`src/rtl/core_pkg.sv`:
```
// Shared RV32 core definitions: widths, ALUOp encodings and the ID control bundle.
package core_pkg;

  localparam int unsigned XLEN_DEF = 32;
  localparam int unsigned REG_W    = 5;

  // Main-control ALUOp encodings seen by the ALU control decoder.
  localparam logic [1:0] ALUOP_LDST = 2'b00;
  localparam logic [1:0] ALUOP_BR   = 2'b01;
  localparam logic [1:0] ALUOP_R    = 2'b10;

  typedef struct packed {
    logic [1:0] alu_op;
    logic       alu_src;
    logic       mem_read;
    logic       mem_write;
    logic       reg_write;
    logic       mem_to_reg;
  } id_ctrl_t;

  // A bubble carries no side effects: every control bit is zero.
  localparam id_ctrl_t CTRL_BUBBLE = '0;

endpackage

```
`src/rtl/id_ex_stage_if.sv`:
```
// ID-side fields entering the stage and their registered EX-side copies.
interface id_ex_stage_if
  import core_pkg::*;
#(
  parameter int unsigned XLEN = XLEN_DEF
);

  logic             id_valid;
  logic [XLEN-1:0]  id_pc;
  logic [XLEN-1:0]  id_rs1_data;
  logic [XLEN-1:0]  id_rs2_data;
  logic [XLEN-1:0]  id_imm;
  logic [REG_W-1:0] id_rs1;
  logic [REG_W-1:0] id_rs2;
  logic             id_uses_rs2;
  logic [REG_W-1:0] id_rd;
  logic             id_fun7;
  logic [2:0]       id_fun3;
  logic [1:0]       id_alu_op;
  logic             id_alu_src;
  logic             id_mem_read;
  logic             id_mem_write;
  logic             id_reg_write;
  logic             id_mem_to_reg;

  logic             ex_valid;
  logic [XLEN-1:0]  ex_pc;
  logic [XLEN-1:0]  ex_rs1_data;
  logic [XLEN-1:0]  ex_rs2_data;
  logic [XLEN-1:0]  ex_imm;
  logic [REG_W-1:0] ex_rs1;
  logic [REG_W-1:0] ex_rs2;
  logic [REG_W-1:0] ex_rd;
  logic             ex_fun7;
  logic [2:0]       ex_fun3;
  logic [1:0]       ex_alu_op;
  logic             ex_alu_src;
  logic             ex_mem_read;
  logic             ex_mem_write;
  logic             ex_reg_write;
  logic             ex_mem_to_reg;

  // Decode stage drives the id_* side and observes ex_*.
  modport master (
    output id_valid, id_pc, id_rs1_data, id_rs2_data, id_imm, id_rs1, id_rs2, id_uses_rs2,
           id_rd, id_fun7, id_fun3, id_alu_op, id_alu_src, id_mem_read, id_mem_write,
           id_reg_write, id_mem_to_reg,
    input  ex_valid, ex_pc, ex_rs1_data, ex_rs2_data, ex_imm, ex_rs1, ex_rs2, ex_rd, ex_fun7,
           ex_fun3, ex_alu_op, ex_alu_src, ex_mem_read, ex_mem_write, ex_reg_write,
           ex_mem_to_reg
  );

  // The pipeline register consumes id_* and produces ex_*.
  modport slave (
    input  id_valid, id_pc, id_rs1_data, id_rs2_data, id_imm, id_rs1, id_rs2, id_uses_rs2,
           id_rd, id_fun7, id_fun3, id_alu_op, id_alu_src, id_mem_read, id_mem_write,
           id_reg_write, id_mem_to_reg,
    output ex_valid, ex_pc, ex_rs1_data, ex_rs2_data, ex_imm, ex_rs1, ex_rs2, ex_rd, ex_fun7,
           ex_fun3, ex_alu_op, ex_alu_src, ex_mem_read, ex_mem_write, ex_reg_write,
           ex_mem_to_reg
  );

endinterface

```
`src/rtl/id_ex_stage_load_use_detect.sv`:
```
// Load-use hazard: a load in EX whose rd is read by the valid instruction in ID.
module load_use_detect
  import core_pkg::*;
(
  input  logic             ex_valid,
  input  logic             ex_mem_read,
  input  logic [REG_W-1:0] ex_rd,
  input  logic             id_valid,
  input  logic [REG_W-1:0] id_rs1,
  input  logic [REG_W-1:0] id_rs2,
  input  logic             id_uses_rs2,
  output logic             hazard
);

  // x0 is hardwired to zero, so a load targeting it never creates a dependency.
  always_comb begin
    hazard = ex_valid & ex_mem_read & (ex_rd != '0) & id_valid &
             ((ex_rd == id_rs1) | (id_uses_rs2 & (ex_rd == id_rs2)));
  end

endmodule

```
`src/rtl/id_ex_stage.sv`:
```
// ID/EX pipeline register with load-use stall, branch-flush squash and perf counters.
module id_ex_stage
  import core_pkg::*;
#(
  parameter int unsigned XLEN  = XLEN_DEF,
  parameter int unsigned CNT_W = 16
) (
  input  logic             clk,
  input  logic             reset,
  input  logic             flush,
  id_ex_stage_if.slave     bus,
  output logic             stall,
  output logic [CNT_W-1:0] bubble_count,
  output logic [CNT_W-1:0] flush_count
);

  logic             ex_valid_q;
  logic [XLEN-1:0]  ex_pc_q, ex_rs1_data_q, ex_rs2_data_q, ex_imm_q;
  logic [REG_W-1:0] ex_rs1_q, ex_rs2_q, ex_rd_q;
  logic             ex_fun7_q;
  logic [2:0]       ex_fun3_q;
  id_ctrl_t         ex_ctrl_q;
  logic [CNT_W-1:0] bubble_cnt_q, flush_cnt_q;
  id_ctrl_t         id_ctrl;
  logic             hazard;

  load_use_detect u_load_use_detect (
    .ex_valid    (ex_valid_q),
    .ex_mem_read (ex_ctrl_q.mem_read),
    .ex_rd       (ex_rd_q),
    .id_valid    (bus.id_valid),
    .id_rs1      (bus.id_rs1),
    .id_rs2      (bus.id_rs2),
    .id_uses_rs2 (bus.id_uses_rs2),
    .hazard      (hazard)
  );

  // Gather ID control bits; an invalid ID slot contributes no side effects.
  always_comb begin
    id_ctrl = CTRL_BUBBLE;
    if (bus.id_valid) begin
      id_ctrl = '{alu_op:     bus.id_alu_op,
                  alu_src:    bus.id_alu_src,
                  mem_read:   bus.id_mem_read,
                  mem_write:  bus.id_mem_write,
                  reg_write:  bus.id_reg_write,
                  mem_to_reg: bus.id_mem_to_reg};
    end
    // A flush replaces the held instruction, so no stall is needed alongside it.
    stall = hazard & ~flush & ~reset;
  end

  // Pipeline register: reset > flush bubble > load-use bubble > capture.
  always_ff @(posedge clk) begin
    if (reset) begin
      ex_valid_q    <= 1'b0;
      ex_pc_q       <= '0;
      ex_rs1_data_q <= '0;
      ex_rs2_data_q <= '0;
      ex_imm_q      <= '0;
      ex_rs1_q      <= '0;
      ex_rs2_q      <= '0;
      ex_rd_q       <= '0;
      ex_fun7_q     <= 1'b0;
      ex_fun3_q     <= '0;
      ex_ctrl_q     <= CTRL_BUBBLE;
      bubble_cnt_q  <= '0;
      flush_cnt_q   <= '0;
    end else begin
      // Data fields always follow ID; only ex_valid and control decide if they matter.
      ex_pc_q       <= bus.id_pc;
      ex_rs1_data_q <= bus.id_rs1_data;
      ex_rs2_data_q <= bus.id_rs2_data;
      ex_imm_q      <= bus.id_imm;
      ex_rs1_q      <= bus.id_rs1;
      ex_rs2_q      <= bus.id_rs2;
      ex_rd_q       <= bus.id_rd;
      ex_fun7_q     <= bus.id_fun7;
      ex_fun3_q     <= bus.id_fun3;
      if (flush) begin
        ex_valid_q <= 1'b0;
        ex_ctrl_q  <= CTRL_BUBBLE;
        if (bus.id_valid && (flush_cnt_q != '1)) flush_cnt_q <= flush_cnt_q + 1'b1;
      end else if (hazard) begin
        ex_valid_q <= 1'b0;
        ex_ctrl_q  <= CTRL_BUBBLE;
        if (bubble_cnt_q != '1) bubble_cnt_q <= bubble_cnt_q + 1'b1;
      end else begin
        ex_valid_q <= bus.id_valid;
        ex_ctrl_q  <= id_ctrl;
      end
    end
  end

  assign bus.ex_valid      = ex_valid_q;
  assign bus.ex_pc         = ex_pc_q;
  assign bus.ex_rs1_data   = ex_rs1_data_q;
  assign bus.ex_rs2_data   = ex_rs2_data_q;
  assign bus.ex_imm        = ex_imm_q;
  assign bus.ex_rs1        = ex_rs1_q;
  assign bus.ex_rs2        = ex_rs2_q;
  assign bus.ex_rd         = ex_rd_q;
  assign bus.ex_fun7       = ex_fun7_q;
  assign bus.ex_fun3       = ex_fun3_q;
  assign bus.ex_alu_op     = ex_ctrl_q.alu_op;
  assign bus.ex_alu_src    = ex_ctrl_q.alu_src;
  assign bus.ex_mem_read   = ex_ctrl_q.mem_read;
  assign bus.ex_mem_write  = ex_ctrl_q.mem_write;
  assign bus.ex_reg_write  = ex_ctrl_q.reg_write;
  assign bus.ex_mem_to_reg = ex_ctrl_q.mem_to_reg;
  assign bubble_count      = bubble_cnt_q;
  assign flush_count       = flush_cnt_q;

endmodule

```
`src/flat_wrapper.sv`:
```
// flat-port wrapper written by rule: the top's interface ports become plain ports
module id_ex_stage_flat import core_pkg::*;
#(
  parameter int unsigned XLEN  = XLEN_DEF,
  parameter int unsigned CNT_W = 16
)
  (clk, reset, flush, stall, bubble_count, flush_count, bus_id_valid, bus_id_pc, bus_id_rs1_data, bus_id_rs2_data, bus_id_imm, bus_id_rs1, bus_id_rs2, bus_id_uses_rs2, bus_id_rd, bus_id_fun7, bus_id_fun3, bus_id_alu_op, bus_id_alu_src, bus_id_mem_read, bus_id_mem_write, bus_id_reg_write, bus_id_mem_to_reg, bus_ex_valid, bus_ex_pc, bus_ex_rs1_data, bus_ex_rs2_data, bus_ex_imm, bus_ex_rs1, bus_ex_rs2, bus_ex_rd, bus_ex_fun7, bus_ex_fun3, bus_ex_alu_op, bus_ex_alu_src, bus_ex_mem_read, bus_ex_mem_write, bus_ex_reg_write, bus_ex_mem_to_reg);
  id_ex_stage_if #(.XLEN(XLEN)) bus_i ();
  input  logic clk;
  input  logic reset;
  input  logic flush;
  output logic stall;
  output logic [CNT_W-1:0] bubble_count;
  output logic [CNT_W-1:0] flush_count;
  input wire logic [$bits(bus_i.id_valid)-1:0] bus_id_valid;
  input wire logic [$bits(bus_i.id_pc)-1:0] bus_id_pc;
  input wire logic [$bits(bus_i.id_rs1_data)-1:0] bus_id_rs1_data;
  input wire logic [$bits(bus_i.id_rs2_data)-1:0] bus_id_rs2_data;
  input wire logic [$bits(bus_i.id_imm)-1:0] bus_id_imm;
  input wire logic [$bits(bus_i.id_rs1)-1:0] bus_id_rs1;
  input wire logic [$bits(bus_i.id_rs2)-1:0] bus_id_rs2;
  input wire logic [$bits(bus_i.id_uses_rs2)-1:0] bus_id_uses_rs2;
  input wire logic [$bits(bus_i.id_rd)-1:0] bus_id_rd;
  input wire logic [$bits(bus_i.id_fun7)-1:0] bus_id_fun7;
  input wire logic [$bits(bus_i.id_fun3)-1:0] bus_id_fun3;
  input wire logic [$bits(bus_i.id_alu_op)-1:0] bus_id_alu_op;
  input wire logic [$bits(bus_i.id_alu_src)-1:0] bus_id_alu_src;
  input wire logic [$bits(bus_i.id_mem_read)-1:0] bus_id_mem_read;
  input wire logic [$bits(bus_i.id_mem_write)-1:0] bus_id_mem_write;
  input wire logic [$bits(bus_i.id_reg_write)-1:0] bus_id_reg_write;
  input wire logic [$bits(bus_i.id_mem_to_reg)-1:0] bus_id_mem_to_reg;
  output wire logic [$bits(bus_i.ex_valid)-1:0] bus_ex_valid;
  output wire logic [$bits(bus_i.ex_pc)-1:0] bus_ex_pc;
  output wire logic [$bits(bus_i.ex_rs1_data)-1:0] bus_ex_rs1_data;
  output wire logic [$bits(bus_i.ex_rs2_data)-1:0] bus_ex_rs2_data;
  output wire logic [$bits(bus_i.ex_imm)-1:0] bus_ex_imm;
  output wire logic [$bits(bus_i.ex_rs1)-1:0] bus_ex_rs1;
  output wire logic [$bits(bus_i.ex_rs2)-1:0] bus_ex_rs2;
  output wire logic [$bits(bus_i.ex_rd)-1:0] bus_ex_rd;
  output wire logic [$bits(bus_i.ex_fun7)-1:0] bus_ex_fun7;
  output wire logic [$bits(bus_i.ex_fun3)-1:0] bus_ex_fun3;
  output wire logic [$bits(bus_i.ex_alu_op)-1:0] bus_ex_alu_op;
  output wire logic [$bits(bus_i.ex_alu_src)-1:0] bus_ex_alu_src;
  output wire logic [$bits(bus_i.ex_mem_read)-1:0] bus_ex_mem_read;
  output wire logic [$bits(bus_i.ex_mem_write)-1:0] bus_ex_mem_write;
  output wire logic [$bits(bus_i.ex_reg_write)-1:0] bus_ex_reg_write;
  output wire logic [$bits(bus_i.ex_mem_to_reg)-1:0] bus_ex_mem_to_reg;
  assign bus_i.id_valid = bus_id_valid;
  assign bus_i.id_pc = bus_id_pc;
  assign bus_i.id_rs1_data = bus_id_rs1_data;
  assign bus_i.id_rs2_data = bus_id_rs2_data;
  assign bus_i.id_imm = bus_id_imm;
  assign bus_i.id_rs1 = bus_id_rs1;
  assign bus_i.id_rs2 = bus_id_rs2;
  assign bus_i.id_uses_rs2 = bus_id_uses_rs2;
  assign bus_i.id_rd = bus_id_rd;
  assign bus_i.id_fun7 = bus_id_fun7;
  assign bus_i.id_fun3 = bus_id_fun3;
  assign bus_i.id_alu_op = bus_id_alu_op;
  assign bus_i.id_alu_src = bus_id_alu_src;
  assign bus_i.id_mem_read = bus_id_mem_read;
  assign bus_i.id_mem_write = bus_id_mem_write;
  assign bus_i.id_reg_write = bus_id_reg_write;
  assign bus_i.id_mem_to_reg = bus_id_mem_to_reg;
  assign bus_ex_valid = bus_i.ex_valid;
  assign bus_ex_pc = bus_i.ex_pc;
  assign bus_ex_rs1_data = bus_i.ex_rs1_data;
  assign bus_ex_rs2_data = bus_i.ex_rs2_data;
  assign bus_ex_imm = bus_i.ex_imm;
  assign bus_ex_rs1 = bus_i.ex_rs1;
  assign bus_ex_rs2 = bus_i.ex_rs2;
  assign bus_ex_rd = bus_i.ex_rd;
  assign bus_ex_fun7 = bus_i.ex_fun7;
  assign bus_ex_fun3 = bus_i.ex_fun3;
  assign bus_ex_alu_op = bus_i.ex_alu_op;
  assign bus_ex_alu_src = bus_i.ex_alu_src;
  assign bus_ex_mem_read = bus_i.ex_mem_read;
  assign bus_ex_mem_write = bus_i.ex_mem_write;
  assign bus_ex_reg_write = bus_i.ex_reg_write;
  assign bus_ex_mem_to_reg = bus_i.ex_mem_to_reg;
  id_ex_stage #(.XLEN(XLEN), .CNT_W(CNT_W)) u_core (.clk(clk), .reset(reset), .flush(flush), .bus(bus_i), .stall(stall), .bubble_count(bubble_count), .flush_count(flush_count));
endmodule
```
`config.mk`:
```
export PLATFORM = sky130hd
export DESIGN_NAME = id_ex_stage_flat
export DESIGN_NICKNAME = d
export VERILOG_FILES = /design/src/rtl/core_pkg.sv /design/src/rtl/id_ex_stage_if.sv /design/src/rtl/id_ex_stage_load_use_detect.sv /design/src/rtl/id_ex_stage.sv /design/src/flat_wrapper.sv
export SDC_FILE = /design/constraint.sdc
export NUM_CORES = 1
export LEC_CHECK = 0
export ABC_AREA = 1
export BUFFER_PORTS_ARGS = -buffer_cell sky130_fd_sc_hd__buf_2
export CORE_MARGIN = 4
export CORE_UTILIZATION = 30
export CTS_CLUSTER_SIZE = 20
export DETAILED_ROUTE_END_ITERATION = 6
export MAX_ROUTING_LAYER = met4
export SLEW_MARGIN = 20
export SYNTH_ARGS = -nofsm -noshare
export SYNTH_HDL_FRONTEND = slang
export SYNTH_SLANG_ARGS = --single-unit
```
`constraint.sdc`:
```
create_clock -name clk -period 3.9 [get_ports clk]
set_clock_uncertainty 0.2 [all_clocks]
set_input_delay 0.78 -clock clk [delete_from_list [all_inputs] [get_ports clk]]
set_output_delay 0.78 -clock clk [all_outputs]
set_load 0.05 [all_outputs]
```
==> flow_summary.toml, run 1 <==
[detailed_routing]
viasPerCell = 4.06
vias = 5909
wl_per_cell_microns = 13.4
drcViolationCount = 0
drtAntennaViolNets = 0
drtIter0Drc = 256
wl_microns = 19500
dr.pass1.iters = 6

[placed_design]
hpwl_microns = 15200
place_congestion = 0.854
io_buffers = 346

[yosys]
synth_fp_nets = 985
ys_types = 26
ys.flop_type = "dfxtp_1"
synth.cell_area_sq_um = 6530
syn_area_per_cell_sq_um = 7.93
async_flop_share_pct = 0
yosysSeqAreaShare_pct = 57.3
synth_edf_count = 0
postSynthRegisterBits = 187
ys_warn_count = 0
syn_inst = 824

[timing]
finalMaxSlewViolations = 0
finalSetupViolations = 0
fmax_mhz = 353
fin_setup_tns_ns = 0
rsz0062_at_grt = "false"
max_slew_margin_pct = 49.5
final.period_utilization_pct = 72.5
worst_slew_pin_slew_ns = 0.758
hold_viol = 0
fin_crit_ns = 2.83

[floorplan]
initial_core_util_pct = 30.8
die_h_microns = 156
ios = 347
die_area_sq_um = 24200
num_rows = 53
coreArea_sq_um = 21200
fp.dieW_microns = 156

[clocking]
cts_setup_buffers = 0
insertion_delay_ns = 0.42
numCtsBuffers = 17
max-clock-path-buffers = 2
cts_sinks = 187
cts_hold_buf = 0
cts_tree = "done"
cts_resized = 0
clockRootBuffer = "clkbuf_16"
cts.clk_slew.worst_paths_ns = 0.08
htreeDepth = 4

[critical_path]
crit_family = "simple AND/OR/NAND/NOR gates"
max_stage_delay_ns = 0.28
worstPathArrival_ns = 1.85
critical_path_class = "input port to primary output"
path_buf_inv = 3
cp_common_cell = "nand2_1"
cp_max_fo = 2
ff2ff_path_depth = 10
end_kind = "primary output"
cpMaxStageDelayCell = "buf_2"
reg2reg_from = "u_core.flush_count[0]"
cp-start-kind = "input port"
regToRegSetupSlack_ns = 1.69
worst_r2r_endpoint = "u_core.flush_count[11]"
required_ns = 2.92
crit_chain = "buf_2 > inv_1 > nand2_1 > nand2_1 > nor2_1 > nand3_1 > nand2_2 > nand2_1 > nor3_1 > buf_2"

[final_layout]
final_core_util_pct = 42.9
nets = 1328
synthToLayoutAreaGrowth_pct = 39.3
drive_gt1_share_pct = 35.0

[worst_hold_path]
whs_endpoint = "u_core.flush_count[3]"
hp-start = "u_core.flush_count[3]"
min_path_type = "flip-flop to flip-flop"
holdPathStages = 2

[power]
pwr_density_cell_nw_per_um2 = 474
ir_drop_mv = 0.250
p_leak_nw = 5.07

[global_route]
grt_max_degree = 75
grt_overflow = 0
gr-usage-all-layers_pct = 16.4
grt_pass1_wl_microns = 30600
grt_pass1_vias = 5966
antenna_found_initial = 4

[outcome]
status = "complete, no violations"

[job]
cap_violations = 0
[cell usage in the layout (no fill, tap or decap)]
cell type	count
a21oi_2	10
and2_1	1
o21ai_0	5
nand3_1	18
xor2_1	11
and3_1	1
nand3b_1	2
nor2_1	190
nor2_4	4
clkbuf_16	17
inv_6	2
inv_8	4
xnor2_1	5
buf_2	345
inv_1	182
a21oi_1	19
ha_1	2
nand3_4	1
nand2_2	11
nor3_1	5
clkinv_4	5
inv_2	5
clkinv_8	3
buf_6	1
dfxtp_1	187
nand4_1	25
nand2_1	113
buf_4	4
diode_2	3
nor3_4	1
[how the worst max path moves through the flow]
stage	start	end	depth (start not counted)
finish	bus_id_rs2[1]	stall	10
global route	u_core.bus.ex_rd[2]	stall	9
CTS	u_core.bus.ex_rd[1]	stall	9
detailed placement	bus_id_rs2[1]	stall	10
global placement	bus_id_rs2[1]	stall	10
floorplan	bus_id_rs2[1]	stall	8
[cells in the mapped netlist (all sizes together), types with 5 or more instances]
master	number	area [sq um]
nor2	194	758
dfxtp	187	3740
inv	187	702
nand2	124	493
a21oi	29	183
nand4	25	156
clkbuf	20	75.1
nand3	19	108
xor2	11	96.3
buf	6	56.3
nor3	6	41.3
o21ai	5	25.0
xnor2	5	43.8
[through the flow]
| stage | area (sq um) | hold WS, ns | total power, mW | setup WS (ns) | std cells |
|---|---|---|---|---|---|
| 6_report | 9100 | 0.306 | 4.32 | 1.07 | 1457 |
| 5_1_grt | 9100 | 0.326 | 4.52 | 0.883 | 1457 |
| 4_1_cts | 9090 | 0.311 | 4.39 | 1.06 | 1454 |
| 3_5_place_dp | 8510 | 0.299 | 2.68 | 1.07 | 1423 |
| 3_3_place_gp | 8510 | 0.295 | 2.67 | 1.10 | 1423 |
| 2_1_floorplan | 6530 | 0.506 | 2.48 | 0.553 | 824 |
[per-layer routing]
layer / GRT usage [%] / share of wire, % / vias to the layer above
met5: - / 0 / -
met4: 5.25 / 2.5 / 0
met3: 5.94 / 7.5 / 33
met2: 26.8 / 49 / 203
met1: 18.9 / 41 / 2582
li1: - / - / 3091
[layout make-up]
| class | instances | area (sq um) |
|---|---|---|
| Antenna cell | 3 | 7.51 |
| Clock buffer | 17 | 425 |
| Clock inverter | 14 | 155 |
| Fill cell | 2252 | 12100 |
| Inverter | 187 | 702 |
| Multi-Input combinational cell | 424 | 1960 |
| Sequential cell | 187 | 3740 |
| Tap cell | 275 | 344 |
| Timing Repair Buffer | 350 | 1770 |
[worst reg2reg max path: cells and delay by family (launching register included)]
family	cells	cell delay (ns)
buf+inv	1	0.22
simple gates	8	1.06
flops	1	0.43
fa+ha+maj	1	0.21
[where the power goes]
part	total, mW	switching (mW)	internal [mW]
registers	2.02	0.0229	1.99
clock network	1.69	0.835	0.857
logic	0.610	0.457	0.153
total	4.32	1.31	3.00
[cells by family (layout without fill, tap and decap cells)]
group,after synthesis,in the layout,synth area share (%)
flops,187,187,57.3
xor+xnor,16,16,2.14
compound gates,34,34,3.18
fa+ha+maj,2,2,0.383
buf+inv,213,568,12.8
other cells,0,3,0
simple gates,372,372,24.2
Note: power is estimated with default switching activity, not from simulation.
==> run 2: changes to the inputs <==
==> constraint.sdc (replaced) <==
create_clock -name clk -period 2.85 [get_ports clk]
set_clock_uncertainty 0.2 [all_clocks]
set_input_delay 0.57 -clock clk [delete_from_list [all_inputs] [get_ports clk]]
set_output_delay 0.57 -clock clk [all_outputs]
set_load 0.05 [all_outputs]
==> run 2 against run 1 <==
Compared with the run above:
- non-clock buffer count is 1 higher
- critical path type is now flip-flop to primary output
- sequential power is 37% higher
- total power is 37% higher
- cell count stayed put
- core utilization is 0.071 points higher
- die area stayed put
- clock power is 36% higher
==> flow_summary.toml, run 2 (synthesized netlist as in run 1, its figures left out) <==
[critical_path]
cp_common_cell = "nand2_1"
end_kind = "primary output"
crit_path_start = "u_core.bus.ex_rd[0]"
required_ns = 2.08
critical_path_class = "flip-flop to primary output"
cp_max_fo = 4
cp-start-kind = "flip-flop"
reg2reg_from = "u_core.flush_count[0]"
max_stage_delay_ns = 0.39
cpMaxStageDelayCell = "dfxtp_1"
worstPathArrival_ns = 1.85
crit_chain = "inv_1 > nand2_1 > nand2_1 > nor2_1 > nand3_1 > nand2_2 > nand2_1 > nor3_2 > buf_2"

[clocking]
cts_resized = 0
insertion_delay_ns = 0.42
max-clock-path-buffers = 2
cts_setup_buffers = 0
cts_tree = "done"
cts_sinks = 187
clockRootBuffer = "clkbuf_16"
cts_hold_buf = 0
cts.clk_slew.worst_paths_ns = 0.08
htreeDepth = 4
numCtsBuffers = 17

[detailed_routing]
viasPerCell = 4.09
drtAntennaViolNets = 0
wl_microns = 19100
wl_per_cell_microns = 13.1
drtIter0Drc = 184
drcViolationCount = 0
dr.pass1.iters = 4
vias = 5965

[timing]
finalMaxSlewViolations = 0
fin_setup_tns_ns = 0
fmax_mhz = 382
final.period_utilization_pct = 91.9
finalSetupViolations = 0
max_slew_margin_pct = 59.4
rsz0062_at_grt = "false"
fin_crit_ns = 2.62
fin_ws_ns = 0.230
hold_viol = 0
worst_slew_pin_slew_ns = 0.610

[global_route]
grt_pass1_vias = 5896
grt_max_degree = 96
grt_overflow = 0
grt_pass1_wl_microns = 29800
gr-usage-all-layers_pct = 15.9
antenna_found_initial = 2

[placed_design]
place_area_sq_um = 8540
io_buffers = 346
place_congestion = 0.867
hpwl_microns = 14800
dp.cells = 1424
post-place-ws_ns = 0.436

[floorplan]
initial_core_util_pct = 30.8
coreArea_sq_um = 21200
ios = 347
die_area_sq_um = 24200
die_h_microns = 156
num_rows = 53
fp.dieW_microns = 156

[power]
p_leak_nw = 5.08
ir_drop_mv = 0.329
pwr_density_cell_nw_per_um2 = 647

[final_layout]
final_common_cell = "buf_2"
synthToLayoutAreaGrowth_pct = 39.5
mostFrequentLayoutCells = "buf_2 (345), nor2_1 (190), dfxtp_1 (187)"
stdcell_count = 1457
fillers = 2267
fin_area_sq_um = 9120
nets = 1329
drive_gt1_share_pct = 35.2

[outcome]
status = "complete, no violations"

[worst_hold_path]
min_path_type = "input port to flip-flop"
hp-start = "bus_id_rs1_data[14]"

[job]
cap_violations = 0
run 2: changes by cell type in the layout (fill, tap and decap cells not counted):
cell	before	now
buf_12	0	1
clkinv_2	0	1
clkinv_4	5	2
clkinv_8	3	2
clkinvlp_4	0	1
diode_2	3	2
inv_8	4	6
nor3_1	5	4
nor3_2	0	1
run 2: layer usage:
metal | global-route usage (%) | vias up | part of all wire, %
li1 | - | 3093 | -
met1 | 18.0 | 2628 | 40
met2 | 26.7 | 213 | 50
met3 | 5.30 | 31 | 7.8
met4 | 5.34 | 0 | 2.0
met5 | - | - | 0
run 2: critical path: cells and delay by family, from the launching register on:
family                 cells  cell delay, ns
buffers and inverters      2            0.38
DFF                        1            0.39
and+or+nand+nor            7            0.66
run 2: path summary, 6_finish.rpt:
kind	to	slack [ns]	cells after the start
setup / recovery	stall	0.23	9
hold / removal	u_core.bus.ex_rs1_data[14]	0.13	3
setup reg to reg	u_core.flush_count[11]	0.66	10
hold reg to reg	u_core.bubble_count[1]	0.31	2
run 2: layout make-up:
type                            count  area [sq um]  area share, %
Timing Repair Buffer              351          1790           19.6
Multi-Input combinational cell    424          1960           21.5
Clock buffer                       17           425           4.67
Tap cell                          275           344           3.77
Inverter                          187           702           7.70
Antenna cell                        2          5.00         0.0549
Sequential cell                   187          3740           41.1
Clock inverter                     14           148           1.62
run 2: where the power goes:
part	total, mW	internal, mW	switching, mW
combinational	0.836	0.212	0.624
sequential	2.76	2.73	0.0309
clock	2.30	1.17	1.13
total	5.90	4.11	1.79
run 2: stage by stage:
step / util, % / hold WS [ns] / power, mW
2_1_floorplan: - / 0.477 / 3.39
3_3_place_gp: 40.2 / 0.293 / 3.66
3_5_place_dp: 40.2 / 0.300 / 3.66
4_1_cts: 42.9 / 0.112 / 5.98
5_1_grt: 43.0 / 0.111 / 6.16
6_report: 43.0 / 0.134 / 5.90
